==> src/rtl/mem_access_unit_pkg.sv <==
// mem_access_unit_pkg: shared encodings for the memory stage.
//   memDataSize encodings, byte-lane count, FSM state type and the
//   alignment predicate used when MEM_ALIGN_CHECK_EN is defined.
package mem_access_unit_pkg;

  localparam logic [1:0] MEM_BYTE = 2'b00;
  localparam logic [1:0] MEM_HALF = 2'b01;
  localparam logic [1:0] MEM_WORD = 2'b10;

  localparam int unsigned BYTE_LANES = 4;

  typedef enum logic [1:0] {
    ST_IDLE = 2'd0,
    ST_REQ  = 2'd1,
    ST_DONE = 2'd2
  } mau_state_e;

  // Reserved size (2'b11) always counts as misaligned.
  function automatic logic is_misaligned(input logic [1:0] size, input logic [1:0] off);
    case (size)
      MEM_BYTE: is_misaligned = 1'b0;
      MEM_HALF: is_misaligned = off[0];
      MEM_WORD: is_misaligned = (off != 2'b00);
      default:  is_misaligned = 1'b1;
    endcase
  endfunction

endpackage

==> src/rtl/mem_access_unit_if.sv <==
// mem_access_unit_if: word-addressed req/ack data bus.
//   master: drives bus_req, bus_we, bus_addr, bus_be, bus_wdata;
//           receives bus_ack, bus_rdata.
//   slave : the memory side of the same signals.
interface mem_access_unit_if #(
  parameter int ADDR_WIDTH = 32,
  parameter int DATA_WIDTH = 32
);
  import mem_access_unit_pkg::*;

  logic                  bus_req;
  logic                  bus_we;
  logic [ADDR_WIDTH-1:0] bus_addr;
  logic [BYTE_LANES-1:0] bus_be;
  logic [DATA_WIDTH-1:0] bus_wdata;
  logic                  bus_ack;
  logic [DATA_WIDTH-1:0] bus_rdata;

  modport master (
    output bus_req, bus_we, bus_addr, bus_be, bus_wdata,
    input  bus_ack, bus_rdata
  );

  modport slave (
    input  bus_req, bus_we, bus_addr, bus_be, bus_wdata,
    output bus_ack, bus_rdata
  );

endinterface

==> src/rtl/mem_access_unit_lane_align.sv <==
// mem_lane_align: combinational byte-lane logic (32-bit, 4 lanes).
//   st_size/st_off/st_data -> st_be, st_wdata   (store lane enables, replication)
//   ld_size/ld_off/ld_signed/ld_word -> ld_data (load extract and extend)
module mem_lane_align
  import mem_access_unit_pkg::*;
(
  input  logic [1:0]            st_size,
  input  logic [1:0]            st_off,
  input  logic [31:0]           st_data,
  output logic [BYTE_LANES-1:0] st_be,
  output logic [31:0]           st_wdata,
  input  logic [1:0]            ld_size,
  input  logic [1:0]            ld_off,
  input  logic                  ld_signed,
  input  logic [31:0]           ld_word,
  output logic [31:0]           ld_data
);

  logic [7:0]  ld_byte;
  logic [15:0] ld_half;

  always_comb begin
    st_be    = '1;
    st_wdata = st_data;
    case (st_size)
      MEM_BYTE: begin
        st_be    = 4'b0001 << st_off;
        st_wdata = {4{st_data[7:0]}};
      end
      MEM_HALF: begin
        st_be    = st_off[1] ? 4'b1100 : 4'b0011;
        st_wdata = {2{st_data[15:0]}};
      end
      default: begin
        st_be    = '1;
        st_wdata = st_data;
      end
    endcase
  end

  always_comb begin
    case (ld_off)
      2'd0:    ld_byte = ld_word[7:0];
      2'd1:    ld_byte = ld_word[15:8];
      2'd2:    ld_byte = ld_word[23:16];
      default: ld_byte = ld_word[31:24];
    endcase
    ld_half = ld_off[1] ? ld_word[31:16] : ld_word[15:0];
    case (ld_size)
      MEM_BYTE: ld_data = {{24{ld_signed & ld_byte[7]}}, ld_byte};
      MEM_HALF: ld_data = {{16{ld_signed & ld_half[15]}}, ld_half};
      default:  ld_data = ld_word;
    endcase
  end

endmodule

==> src/rtl/mem_access_unit.sv <==
// mem_access_unit: memory-stage access unit running one req/ack bus
// transaction per load/store, stalling the pipeline until completion.
//   clk, rst (sync, active-low)
//   memRead, memWrite, memIsSigned, memDataSize, addr, wdata : request
//   stall (combinational), rdata, rdata_valid, bus_err      : results
//   bus (mem_access_unit_if.master)                          : data bus
// Optional: `define MEM_ALIGN_CHECK_EN adds align_err and rejects
// misaligned half/word and reserved-size accesses without a bus cycle.
module mem_access_unit
  import mem_access_unit_pkg::*;
#(
  parameter int ADDR_WIDTH     = 32,
  parameter int DATA_WIDTH     = 32,
  parameter int TIMEOUT_CYCLES = 255
) (
  input  logic                  clk,
  input  logic                  rst,
  input  logic                  memRead,
  input  logic                  memWrite,
  input  logic                  memIsSigned,
  input  logic [1:0]            memDataSize,
  input  logic [ADDR_WIDTH-1:0] addr,
  input  logic [DATA_WIDTH-1:0] wdata,
  output logic                  stall,
  output logic [DATA_WIDTH-1:0] rdata,
  output logic                  rdata_valid,
  output logic                  bus_err,
`ifdef MEM_ALIGN_CHECK_EN
  output logic                  align_err,
`endif
  mem_access_unit_if.master     bus
);

  localparam int CNT_W = (TIMEOUT_CYCLES > 1) ? $clog2(TIMEOUT_CYCLES) : 1;
  localparam logic [CNT_W-1:0] CNT_LAST = CNT_W'(TIMEOUT_CYCLES - 1);

  mau_state_e            state;
  logic [CNT_W-1:0]      cnt;
  logic                  op_we;
  logic [1:0]            op_size;
  logic                  op_signed;
  logic [1:0]            op_off;
  logic                  req;
  logic [BYTE_LANES-1:0] st_be;
  logic [31:0]           st_wdata;
  logic [31:0]           ld_data;

  assign req = memRead | memWrite;

  // Store lanes come from the live request (capture in IDLE); the load
  // extract uses the captured op fields against the returning bus word.
  mem_lane_align u_lane (
    .st_size  (memDataSize),
    .st_off   (addr[1:0]),
    .st_data  (wdata),
    .st_be    (st_be),
    .st_wdata (st_wdata),
    .ld_size  (op_size),
    .ld_off   (op_off),
    .ld_signed(op_signed),
    .ld_word  (bus.bus_rdata),
    .ld_data  (ld_data)
  );

  always_comb begin
    stall = ((state == ST_IDLE) && req) || (state == ST_REQ);
  end

  always_ff @(posedge clk) begin
    if (!rst) begin
      state         <= ST_IDLE;
      cnt           <= '0;
      op_we         <= 1'b0;
      op_size       <= '0;
      op_signed     <= 1'b0;
      op_off        <= '0;
      rdata         <= '0;
      rdata_valid   <= 1'b0;
      bus_err       <= 1'b0;
`ifdef MEM_ALIGN_CHECK_EN
      align_err     <= 1'b0;
`endif
      bus.bus_req   <= 1'b0;
      bus.bus_we    <= 1'b0;
      bus.bus_addr  <= '0;
      bus.bus_be    <= '0;
      bus.bus_wdata <= '0;
    end else begin
      rdata_valid <= 1'b0;
      bus_err     <= 1'b0;
`ifdef MEM_ALIGN_CHECK_EN
      align_err   <= 1'b0;
`endif
      case (state)
        ST_IDLE: begin
          if (req) begin
            op_we     <= memWrite;
            op_size   <= memDataSize;
            op_signed <= memIsSigned;
            op_off    <= addr[1:0];
            cnt       <= '0;
`ifdef MEM_ALIGN_CHECK_EN
            if (is_misaligned(memDataSize, addr[1:0])) begin
              rdata     <= '0;
              align_err <= 1'b1;
              state     <= ST_DONE;
            end else
`endif
            begin
              bus.bus_req   <= 1'b1;
              bus.bus_we    <= memWrite;
              bus.bus_addr  <= {addr[ADDR_WIDTH-1:2], 2'b00};
              bus.bus_be    <= st_be;
              bus.bus_wdata <= st_wdata;
              state         <= ST_REQ;
            end
          end
        end
        ST_REQ: begin
          cnt <= cnt + CNT_W'(1);
          if (bus.bus_ack) begin
            bus.bus_req <= 1'b0;
            if (!op_we) begin
              rdata       <= ld_data;
              rdata_valid <= 1'b1;
            end
            state <= ST_DONE;
          end else if (cnt == CNT_LAST) begin
            bus.bus_req <= 1'b0;
            rdata       <= '0;
            bus_err     <= 1'b1;
            state       <= ST_DONE;
          end
        end
        ST_DONE: state <= ST_IDLE;
        default: state <= ST_IDLE;
      endcase
    end
  end

endmodule

==> src/flat_wrapper.sv <==
// flat-port wrapper written by rule: the top's interface ports become plain ports
module mem_access_unit_flat import mem_access_unit_pkg::*;
#(
  parameter int ADDR_WIDTH     = 32,
  parameter int DATA_WIDTH     = 32,
  parameter int TIMEOUT_CYCLES = 255
)
  (clk, rst, memRead, memWrite, memIsSigned, memDataSize, addr, wdata, stall, rdata, rdata_valid, bus_err, bus_bus_req, bus_bus_we, bus_bus_addr, bus_bus_be, bus_bus_wdata, bus_bus_ack, bus_bus_rdata);
  mem_access_unit_if #(.ADDR_WIDTH(ADDR_WIDTH), .DATA_WIDTH(DATA_WIDTH)) bus_i ();
  input  logic clk;
  input  logic rst;
  input  logic memRead;
  input  logic memWrite;
  input  logic memIsSigned;
  input  logic [1:0] memDataSize;
  input  logic [ADDR_WIDTH-1:0] addr;
  input  logic [DATA_WIDTH-1:0] wdata;
  output logic stall;
  output logic [DATA_WIDTH-1:0] rdata;
  output logic rdata_valid;
  output logic bus_err;
  output wire logic [$bits(bus_i.bus_req)-1:0] bus_bus_req;
  output wire logic [$bits(bus_i.bus_we)-1:0] bus_bus_we;
  output wire logic [$bits(bus_i.bus_addr)-1:0] bus_bus_addr;
  output wire logic [$bits(bus_i.bus_be)-1:0] bus_bus_be;
  output wire logic [$bits(bus_i.bus_wdata)-1:0] bus_bus_wdata;
  input wire logic [$bits(bus_i.bus_ack)-1:0] bus_bus_ack;
  input wire logic [$bits(bus_i.bus_rdata)-1:0] bus_bus_rdata;
  assign bus_bus_req = bus_i.bus_req;
  assign bus_bus_we = bus_i.bus_we;
  assign bus_bus_addr = bus_i.bus_addr;
  assign bus_bus_be = bus_i.bus_be;
  assign bus_bus_wdata = bus_i.bus_wdata;
  assign bus_i.bus_ack = bus_bus_ack;
  assign bus_i.bus_rdata = bus_bus_rdata;
  mem_access_unit #(.ADDR_WIDTH(ADDR_WIDTH), .DATA_WIDTH(DATA_WIDTH), .TIMEOUT_CYCLES(TIMEOUT_CYCLES)) u_core (.clk(clk), .rst(rst), .memRead(memRead), .memWrite(memWrite), .memIsSigned(memIsSigned), .memDataSize(memDataSize), .addr(addr), .wdata(wdata), .stall(stall), .rdata(rdata), .rdata_valid(rdata_valid), .bus_err(bus_err), .bus(bus_i));
endmodule
==> config.mk <==
export PLATFORM = sky130hd
export DESIGN_NAME = mem_access_unit_flat
export DESIGN_NICKNAME = d
export VERILOG_FILES = /design/src/rtl/mem_access_unit_pkg.sv /design/src/rtl/mem_access_unit_if.sv /design/src/rtl/mem_access_unit_lane_align.sv /design/src/rtl/mem_access_unit.sv /design/src/flat_wrapper.sv
export SDC_FILE = /design/constraint.sdc
export NUM_CORES = 1
export LEC_CHECK = 0
export BUFFER_PORTS_ARGS = -buffer_cell sky130_fd_sc_hd__buf_2
export CAP_MARGIN = 10
export CORE_ASPECT_RATIO = 0.6
export CORE_UTILIZATION = 50
export CTS_CLUSTER_SIZE = 10
export DETAILED_ROUTE_END_ITERATION = 6
export GPL_ROUTABILITY_DRIVEN = 0
export PLACE_DENSITY_LB_ADDON = 0.15
export SYNTH_ARGS = -nofsm -noshare
export SYNTH_HDL_FRONTEND = slang
export SYNTH_HIERARCHICAL = 1
export SYNTH_SLANG_ARGS = --single-unit
==> constraint.sdc <==
create_clock -name clk -period 3.1 [get_ports clk]
set_input_delay 0.62 -clock clk [delete_from_list [all_inputs] [get_ports clk]]
set_output_delay 0.62 -clock clk [all_outputs]
set_load 0.01 [all_outputs]
==> flow_summary.yaml, run 1 <==
global_routing:
  grt_max_degree: 61
  grt_pass1_vias: 4884
  grt_first_pass_wirelength_mm: 24.99
  gr-usage-all-layers: 0.2730
  gr-total-overflow: 0
  antenna_found_initial: 0
timing:
  slew-limit-headroom: 0.3167
  slew_viol_final: 0
  fin_crit_sh: 0.7601
  hold_viol_final: 0
  setup_viol: 0
  clock.fmax_ghz: 0.4244
  fin_crit_ps: 2356
  finalSetupTns_ps: 0
  worst_slew_pin_slew_ps: 1024
  rsz0062_at_grt: "false"
  clock_skew_ps: 12.74
routing:
  finalWirelength_mm: 15.66
  via_count: 5286
  drtPass1Iterations: 7
  routedWlPerCell_um: 16.17
  viasPerCell: 5.461
  route.antenna.remaining_nets: 0
  route.detailed.drc: 24
  drt_iter0_markers: 405
final_layout:
  area_growth_pct: 27.84
  fillers: 861
  nNetsFinal: 923
  regArea_mm2: 0.002342
  multi_input_area_mm2: 0.002863
  diodes: 0
  drive_gt1_frac: 0.3341
critical_path:
  end_kind: "register"
  criticalPathCategory: "register to register"
  cp.required_ps: 3400
  startpoint_type: "register"
  reg2reg_slack_ps: 740
  critical_path.endpoint: "u_core/rdata[12]"
  r2r-start: "u_core/op_off[1]"
  arrival_ps: 2650
  startpoint: "u_core/op_off[1]"
  worstPathMaxFanout: 28
  r2r_end: "u_core/rdata[12]"
  r2r_cells: 4
power_and_ir_drop:
  ir_drop_mv: 0.4525
  powerDensity_mw_per_mm2: 630.6
  finalPower_mw: 4.511
  p_leak_nw: 3.302
die:
  die-area_mm2: 0.01163
  ios: 209
  start_util: 0.5210
  die_h_um: 83.94
  rows: 29
  die_w_um: 138.6
  core_mm2: 0.01074
hold_path:
  hold_path.class: "register to register"
  min_from: "u_core/bus.bus_wdata[4]"
synth:
  synthFlopType: "dfxtp_1"
  yosys_register_bits: 117
  synthDistinctLibCells: 50
  syn_inst: 642
  synth_edf_count: 0
  yosysSeqAreaShare: 0.4186
  syn_area_mm2: 0.005595
  synth-warning-count: 6
  synthArstFlopShare: 0
  synth_area_per_cell_um2: 8.716
clock_network:
  clk_latency_ps: 410
  cts_buffer_depth: 2
  cts_tree: "yes"
  cts_max_level: 4
  root_buffer: "clkbuf_16"
  hold_buffers: 0
  post-cts-setup-buffer-count: 0
  clkSlewWorstSetupHoldPaths_ps: 50
  numCtsBuffers: 17
  cts_resized: 0
  cts_sinks: 117
place:
  port_buffers: 206
  dp_hpwl_mm: 10.95
job:
  maxCapViolations: 0
outcome:
  violations: "DRC"
  outcome: "finished with violations"
## worst min-delay path by stage
stage,cells after the start,end
after global placement,2,u_core/bus.bus_addr[3]
after CTS,3,u_core/bus.bus_addr[2]
after floorplan,2,u_core/op_off[1]
after detailed placement,2,u_core/bus.bus_wdata[1]
final,2,u_core/bus.bus_wdata[4]
after global routing,3,u_core/bus.bus_addr[28]
## cell usage in the layout (no fill, tap or decap), drive strengths merged, types with 3 or more instances in the layout
cell,count
and2,3
o21ai,14
nand3,4
clkbuf,22
buf,214
mux2i,24
or2,3
nor2b,23
o22a,7
a21boi,75
nand4,3
bufinv,5
nand2b,4
dfxtp,117
a21oi,47
a22o,32
inv,5
nor2,11
mux2,19
o221ai,8
nand2,164
## metal layers
metal	global-route usage	up-vias	share of wire
met5	0	-	0
met3	0.09065	17	0.094
li1	-	2557	-
met2	0.4029	248	0.43
met1	0.3728	2464	0.46
met4	0.08887	0	0.011
## where the power goes
part           leakage [nW]  switching, mW  total, mW  internal (mW)
Sequential            0.958         0.0658       1.67           1.60
Clock                 0.306          0.665       2.13           1.46
Combinational          2.04          0.420      0.716          0.297
## logic make-up (layout without fill, tap and decap cells)
group,Yosys count,after routing,synth area share
AO/OA/AOI/OAI,194,194,0.2507
AND/OR/NAND/NOR,221,221,0.1726
multiplexers,43,43,0.08251
other,1,2,0.0006702
flip-flops,117,117,0.4186
adder cells (fa/ha/maj),2,2,0.004472
buffers and inverters,64,250,0.07044
## per-stage QoR
| stage | std cells | instance area (µm²) | util | hold slack (ps) | setup WS (ps) |
|---|---|---|---|---|---|
| floorplan | 643 | 5599 | - | 440.1 | 1370 |
| global placement | 937 | 6514 | 0.6065 | 438.0 | 925.5 |
| detailed placement | 937 | 6514 | 0.6065 | 442.9 | 839.2 |
| CTS | 968 | 7153 | 0.6660 | 440.5 | 829.5 |
| global route | 968 | 7153 | 0.6660 | 456.2 | 626.4 |
| finish | 968 | 7153 | 0.6660 | 449.1 | 743.6 |
## worst max-delay path, cell delays in order, from the launching register on
cell      delay, ps
dfxtp_1         990
nor2_1          170
a22oi_4         610
o221ai_1        230
a22o_1          240
## flip-flops by register name, indices dropped and copies added (netlist names), 2 cells and up
name	cells
u_core/op_off	2
u_core/state	2
u_core/bus.bus_be	4
u_core/op_size	2
u_core/rdata	32
u_core/bus.bus_addr	30
u_core/bus.bus_wdata	32
u_core/cnt	8
## cells in the mapped netlist (all sizes together), types with 2 or more instances
cell type  instances  area share
a21boi            75        0.10
a21o               2      0.0027
a21oi             47       0.044
a22o              32       0.051
and2               3      0.0034
buf               40       0.054
clkbuf            19       0.013
dfxtp            117        0.42
ha                 2      0.0045
inv                5      0.0034
mux2              19       0.040
mux2i             24       0.043
nand2            164        0.11
nand2b             4      0.0045
nand3              4      0.0036
nand4              3      0.0045
nor2              11       0.010
nor2b             23       0.026
o21ai             14       0.013
o21bai             2      0.0027
o221ai             8       0.013
o22a               7       0.011
or2                3      0.0034
## area by class of cell
cell class	instances	share of cell area
flip-flops and latches	117	0.3274
well taps	139	0.02431
repair buffers	214	0.1560
clock inverters	9	0.02449
inverters	5	0.002624
multi-input cells	462	0.4002
clock buffers	22	0.06489
No activity file was read; power rests on OpenSTA's default activity.
==> inputs of run 2 (changes only) <==
--- a/config.mk
+++ b/config.mk
@@ -5,6 +5,7 @@
 export SDC_FILE = /design/constraint.sdc
 export NUM_CORES = 1
 export LEC_CHECK = 0
+export ABC_AREA = 1
 export BUFFER_PORTS_ARGS = -buffer_cell sky130_fd_sc_hd__buf_2
 export CAP_MARGIN = 10
 export CORE_ASPECT_RATIO = 0.6
==> constraint.sdc (replaced) <==
create_clock -name clk -period 2.2 [get_ports clk]
set_input_delay 0.44 -clock clk [delete_from_list [all_inputs] [get_ports clk]]
set_output_delay 0.44 -clock clk [all_outputs]
set_load 0.01 [all_outputs]
==> flow_summary.yaml, run 2 <==
routing:
  viasPerCell: 4.889
  via_count: 5793
  drtPass1Iterations: 5
  route.antenna.remaining_nets: 0
  finalWirelength_mm: 15.85
  routedWlPerCell_um: 13.38
  drt_iter0_markers: 457
  route.detailed.drc: 0
global_routing:
  grt_max_degree: 90
  grt_first_pass_wirelength_mm: 26.12
  gr-total-overflow: 0
  grt_pass1_vias: 5283
  antenna_found_initial: 0
  gr-usage-all-layers: 0.2782
synth:
  synth-warning-count: 6
  syn_area_mm2: 0.005739
  synthDistinctLibCells: 34
  netlist_top_cells_count: "nand2_1, nor2_1, dfxtp_1"
  yosysSeqAreaShare: 0.4081
  post-synth-top-count-cell: "nand2_1"
  yosys_register_bits: 117
  synthFlopType: "dfxtp_1"
  yosysTopAreaCell: "dfxtp_1"
  yosys-top-cells-area: "dfxtp_1, nand2_1, nor2_1"
  syn_inst: 855
  synth_top_cell_area_share: 0.4081
  synthArstFlopShare: 0
  synth_edf_count: 0
  synth_area_per_cell_um2: 6.713
power_and_ir_drop:
  swShare: 0.2977
  finalPower_mw: 6.581
  p_sw_mw: 1.959
  internal_power_mw: 4.622
  seqPwrFrac: 0.373
  p_leak_nw: 4.139
  clkPwrFrac: 0.432
  ir_drop_mv: 0.4884
  powerDensity_mw_per_mm2: 905.2
  pwr-share-comb: 0.195
final_layout:
  area_growth_pct: 26.68
  regArea_mm2: 0.002342
  drive_gt1_frac: 0.2725
  diodes: 0
  mostFrequentLayoutCells: "nand2_1, buf_2, nor2_1"
  nNetsFinal: 1139
  layoutNonFillerInstCount: 1185
  multi_input_area_mm2: 0.002768
  fillers: 987
  mostFrequentLayoutCell: "nand2_1"
  top_regs: "u_core/bus.bus_wdata (32), u_core/rdata (32), u_core/bus.bus_addr (30)"
clock_network:
  cts_tree: "yes"
  cts_max_level: 4
  cts_buffer_depth: 2
  root_buffer: "clkbuf_16"
  numCtsBuffers: 17
  cts_resized: 0
  clkSlewWorstSetupHoldPaths_ps: 50
  post-cts-setup-buffer-count: 0
  hold_buffers: 0
  clk_latency_ps: 410
  cts_sinks: 117
die:
  rows: 29
  die_w_um: 140.3
  die_h_um: 84.99
  die-area_mm2: 0.01193
  start_util: 0.5290
  ios: 209
  core_mm2: 0.01085
timing:
  clock_skew_ps: 12.70
  hold_viol_final: 0
  finalSetupTns_ps: 0
  worst_slew_pin_slew_ps: 663.1
  rsz0062_at_grt: "false"
  slew_viol_final: 0
  fin_crit_ps: 1806
  slew-limit-headroom: 0.5563
  setup_viol: 0
  clock.fmax_ghz: 0.5536
  fin_crit_sh: 0.8211
critical_path:
  criticalPathCategory: "register to register"
  arrival_ps: 2090
  end_kind: "register"
  crit_path_max_incr_delay_ps: 600
  cp_slowest_cell: "dfxtp_1"
  crit_top_cell: "nand2_1"
  cp.required_ps: 2480
  startpoint_type: "register"
  cp_cell_sequence: "inv_1, nand2_1, nand2_1, nand3_4, nand3_2, nand2_1, nand2_1"
  worstPathMaxFanout: 16
place:
  dp_cells: 1153
  port_buffers: 206
  dp_hpwl_mm: 11.35
hold_path:
  hold_path.class: "primary input to register"
outcome:
  outcome: "completed"
job:
  maxCapViolations: 0
## run 2: cell types whose count changed after synthesis, sizes merged, moves of 38 or more
cell | before | now
nor2 | 11 | 155
o21ai | 14 | 90
nand2 | 164 | 291
a21boi | 75 | 0
nand3 | 4 | 42
inv | 5 | 65
## run 2: cell families (layout without fill, tap and decap cells)
family | after synthesis | in the layout | share of synthesized area
compound gates | 118 | 118 | 0.1103
fa+ha+maj | 2 | 2 | 0.004359
buf+inv | 124 | 314 | 0.1103
simple gates | 493 | 493 | 0.3663
other cells | 1 | 2 | 0.0006534
flops | 117 | 117 | 0.4081
## run 2: worst max-delay path: cells and delay by family (launching register included)
kind,cells,cell delay [ps]
AND/OR/NAND/NOR,6,730
buffers and inverters,1,350
flip-flops,1,600
## run 2: layout make-up
type / count / area share
inverters: 66 / 0.03476
flip-flops and latches: 117 / 0.3221
multi-input cells: 615 / 0.3807
clock buffers: 18 / 0.06040
clock inverters: 14 / 0.02426
repair buffers: 216 / 0.1538
well taps: 139 / 0.02392
## run 2: stage by stage
stage                     instance area (µm²)  utilization  hold slack [ps]  worst slack (ps)
final                                    7271       0.6702            240.6             393.5
after global routing                     7271       0.6702            237.0             183.4
after CTS                                7271       0.6702            222.0             427.9
after detailed placement                 6655       0.6134            465.5             415.9
after global placement                   6655       0.6134            456.1             419.3
after floorplan                          5743            -            449.4             874.4
## run 2: per-layer routing
| metal | global-route usage | part of all wire | up-vias |
|---|---|---|---|
| met2 | 0.3882 | 0.40 | 246 |
| met1 | 0.4116 | 0.50 | 2530 |
| met3 | 0.08126 | 0.095 | 14 |
| met4 | 0.07592 | 0.0085 | 0 |
| met5 | 0 | 0 | - |
| li1 | - | - | 3003 |
## run 2: final timing paths
path / slack (ps) / cells after the start / end / startpoint
worst min-delay path: 240 / 2 / u_core/bus_err / bus_bus_ack
worst min register to register: 470 / 2 / u_core/bus.bus_wdata[23] / u_core/bus.bus_wdata[23]
worst max register to register: 390 / 7 / u_core/rdata[30] / u_core/op_off[1]
worst max-delay path: 390 / 7 / u_core/rdata[30] / u_core/op_off[1]
## run 2: power groups by stage
stage / logic (mW) / registers [mW] / clock network [mW]
after floorplan: 0.756 / 2.57 / 0
after global placement: 1.27 / 2.49 / 0
after detailed placement: 1.27 / 2.50 / 0
after CTS: 1.27 / 2.46 / 2.87
after global routing: 1.44 / 2.48 / 2.97
final: 1.28 / 2.46 / 2.84
==> inputs of run 3 (changes only) <==
--- a/config.mk
+++ b/config.mk
@@ -5,11 +5,11 @@
 export SDC_FILE = /design/constraint.sdc
 export NUM_CORES = 1
 export LEC_CHECK = 0
-export ABC_AREA = 1
+export ABC_AREA = 0
 export BUFFER_PORTS_ARGS = -buffer_cell sky130_fd_sc_hd__buf_2
 export CAP_MARGIN = 10
 export CORE_ASPECT_RATIO = 0.6
-export CORE_UTILIZATION = 50
+export CORE_UTILIZATION = 45
 export CTS_CLUSTER_SIZE = 10
 export DETAILED_ROUTE_END_ITERATION = 6
 export GPL_ROUTABILITY_DRIVEN = 0
==> constraint.sdc (replaced) <==
create_clock -name clk -period 1.6 [get_ports clk]
set_input_delay 0.32 -clock clk [delete_from_list [all_inputs] [get_ports clk]]
set_output_delay 0.32 -clock clk [all_outputs]
set_load 0.01 [all_outputs]
==> flow_summary.yaml, run 3 (same netlist as run 1, synthesis figures left out) <==
critical_path:
  end_kind: "register"
  cp.required_ps: 1900
  r2r_end: "u_core/rdata[1]"
  arrival_ps: 1840
  startpoint: "u_core/op_size[1]"
  r2r-start: "u_core/op_size[1]"
  r2r_cells: 5
  reg2reg_slack_ps: 60
  cp_cell_sequence: "buf_4, inv_1, o21a_1, o22a_1, a22o_1"
  worstPathMaxFanout: 18
  criticalPathCategory: "register to register"
  cp_slowest_cell: "dfxtp_1"
  crit_path_max_incr_delay_ps: 350
  startpoint_type: "register"
final_layout:
  diodes: 0
  final_area_mm2: 0.007386
  fin_util: 0.6103
  drive_gt1_frac: 0.3649
  mostFrequentLayoutCell: "buf_2"
  top_regs: "u_core/bus.bus_wdata (32), u_core/rdata (32), u_core/bus.bus_addr (30)"
  regArea_mm2: 0.002346
  nNetsFinal: 949
  area_growth_pct: 32.00
  multi_input_area_mm2: 0.002894
  mostFrequentLayoutCells: "buf_2, nand2_1, dfxtp_1"
  fillers: 1076
clock_network:
  cts_sinks: 117
  root_buffer: "clkbuf_16"
  clkSlewWorstSetupHoldPaths_ps: 50
  cts_buffer_depth: 2
  hold_buffers: 0
  clk_latency_ps: 410
  cts_max_level: 4
  numCtsBuffers: 17
  cts_tree: "yes"
timing:
  clock.fmax_ghz: 0.6475
  fin_ws_ps: 55.65
  fin_crit_sh: 0.9652
  slew_viol_final: 0
  hold_viol_final: 0
  worst_slew_pin_slew_ps: 576.8
  setup_viol: 0
  slew-limit-headroom: 0.6137
  fin_crit_ps: 1544
  clock_skew_ps: 12.32
routing:
  drtPass1Iterations: 4
  viasPerCell: 5.184
  route.detailed.drc: 0
  routedWlPerCell_um: 15.86
  finalWirelength_mm: 16.18
  via_count: 5288
  drt_iter0_markers: 331
  route.antenna.remaining_nets: 0
global_routing:
  antenna_found_initial: 0
  gr-total-overflow: 0
  grt_max_degree: 56
  gr-usage-all-layers: 0.2520
  grt_pass1_vias: 4876
  grt_first_pass_wirelength_mm: 25.41
power_and_ir_drop:
  powerDensity_mw_per_mm2: 1116
  p_leak_nw: 3.410
  p_sw_mw: 2.317
  clkPwrFrac: 0.426
  swShare: 0.2810
  ir_drop_mv: 0.7139
  seqPwrFrac: 0.389
  finalPower_mw: 8.246
  pwr-share-comb: 0.185
  internal_power_mw: 5.929
place:
  dp_hpwl_mm: 11.80
  dpl_cell_area_mm2: 0.006777
  place_ws_ps: -3.617
  port_buffers: 206
hold_path:
  min_from: "addr[2]"
  hold_path.class: "primary input to register"
  hold_path_end: "u_core/bus.bus_addr[2]"
  holdPathStages: 3
die:
  core_mm2: 0.01210
  rows: 31
  start_util: 0.4624
  die_w_um: 146.0
  die-area_mm2: 0.01290
  ios: 209
  die_h_um: 88.38
outcome:
  outcome: "completed"
job:
  maxCapViolations: 0
run 3: critical path, delay by kind of cell, from the launching register on:
| family | cells | cell delay [ps] |
|---|---|---|
| buffers and inverters | 2 | 400 |
| flip-flops | 1 | 350 |
| AO/OA/AOI/OAI | 3 | 700 |
run 3: timing repair:
action / 4_1_cts / 5_1_grt
setup buffers: 0 / 2
pin swaps: 0 / 3
resized for setup: 3 / 9
setup endpoints to repair: 16 / 34
hold endpoints to repair: 0 / 0
run 3: area by class of cell:
cell class,count,share of cell area
clock buffers,19,0.05997
clock inverters,12,0.01474
inverters,5,0.002541
multi-input cells,462,0.3918
flip-flops and latches,117,0.3176
well taps,165,0.02795
repair buffers,240,0.1853
run 3: worst max path at each step:
| stage | cells after the start | slack [ps] | to |
|---|---|---|---|
| 4_1_cts | 5 | -4 | u_core/rdata[30] |
| 3_3_place_gp | 6 | 40 | u_core/rdata[29] |
| 6_report | 5 | 60 | u_core/rdata[1] |
| 3_5_place_dp | 7 | -4 | u_core/rdata[3] |
| 5_1_grt | 5 | -10 | u_core/rdata[1] |
| 2_1_floorplan | 6 | 60 | u_core/rdata[29] |
run 3: metrics by stage:
step / TNS [ps] / cells / hold slack (ps)
4_1_cts: -4.430 / 1018 / 138.3
2_1_floorplan: 0 / 643 / 398.5
3_5_place_dp: -3.617 / 987 / 445.6
5_1_grt: -21.27 / 1020 / 151.9
3_3_place_gp: 0 / 987 / 437.9
6_report: 0 / 1020 / 154.0
run 3: routing by layer:
metal  up-vias  wire (µm)  track usage
li1       2608          -            -
met1      2447       7814       0.3610
met2       222       6817       0.3610
met3        11       1430      0.07990
met4         0        114      0.06986
met5         -          0            0
run 3: power groups by stage:
stage	sequential (mW)	combinational [mW]	clock, mW
finish	3.21	1.52	3.51
global route	3.23	1.66	3.73
CTS	3.21	1.50	3.59
detailed placement	3.26	1.49	0
global placement	3.26	1.46	0
floorplan	3.34	0.853	0
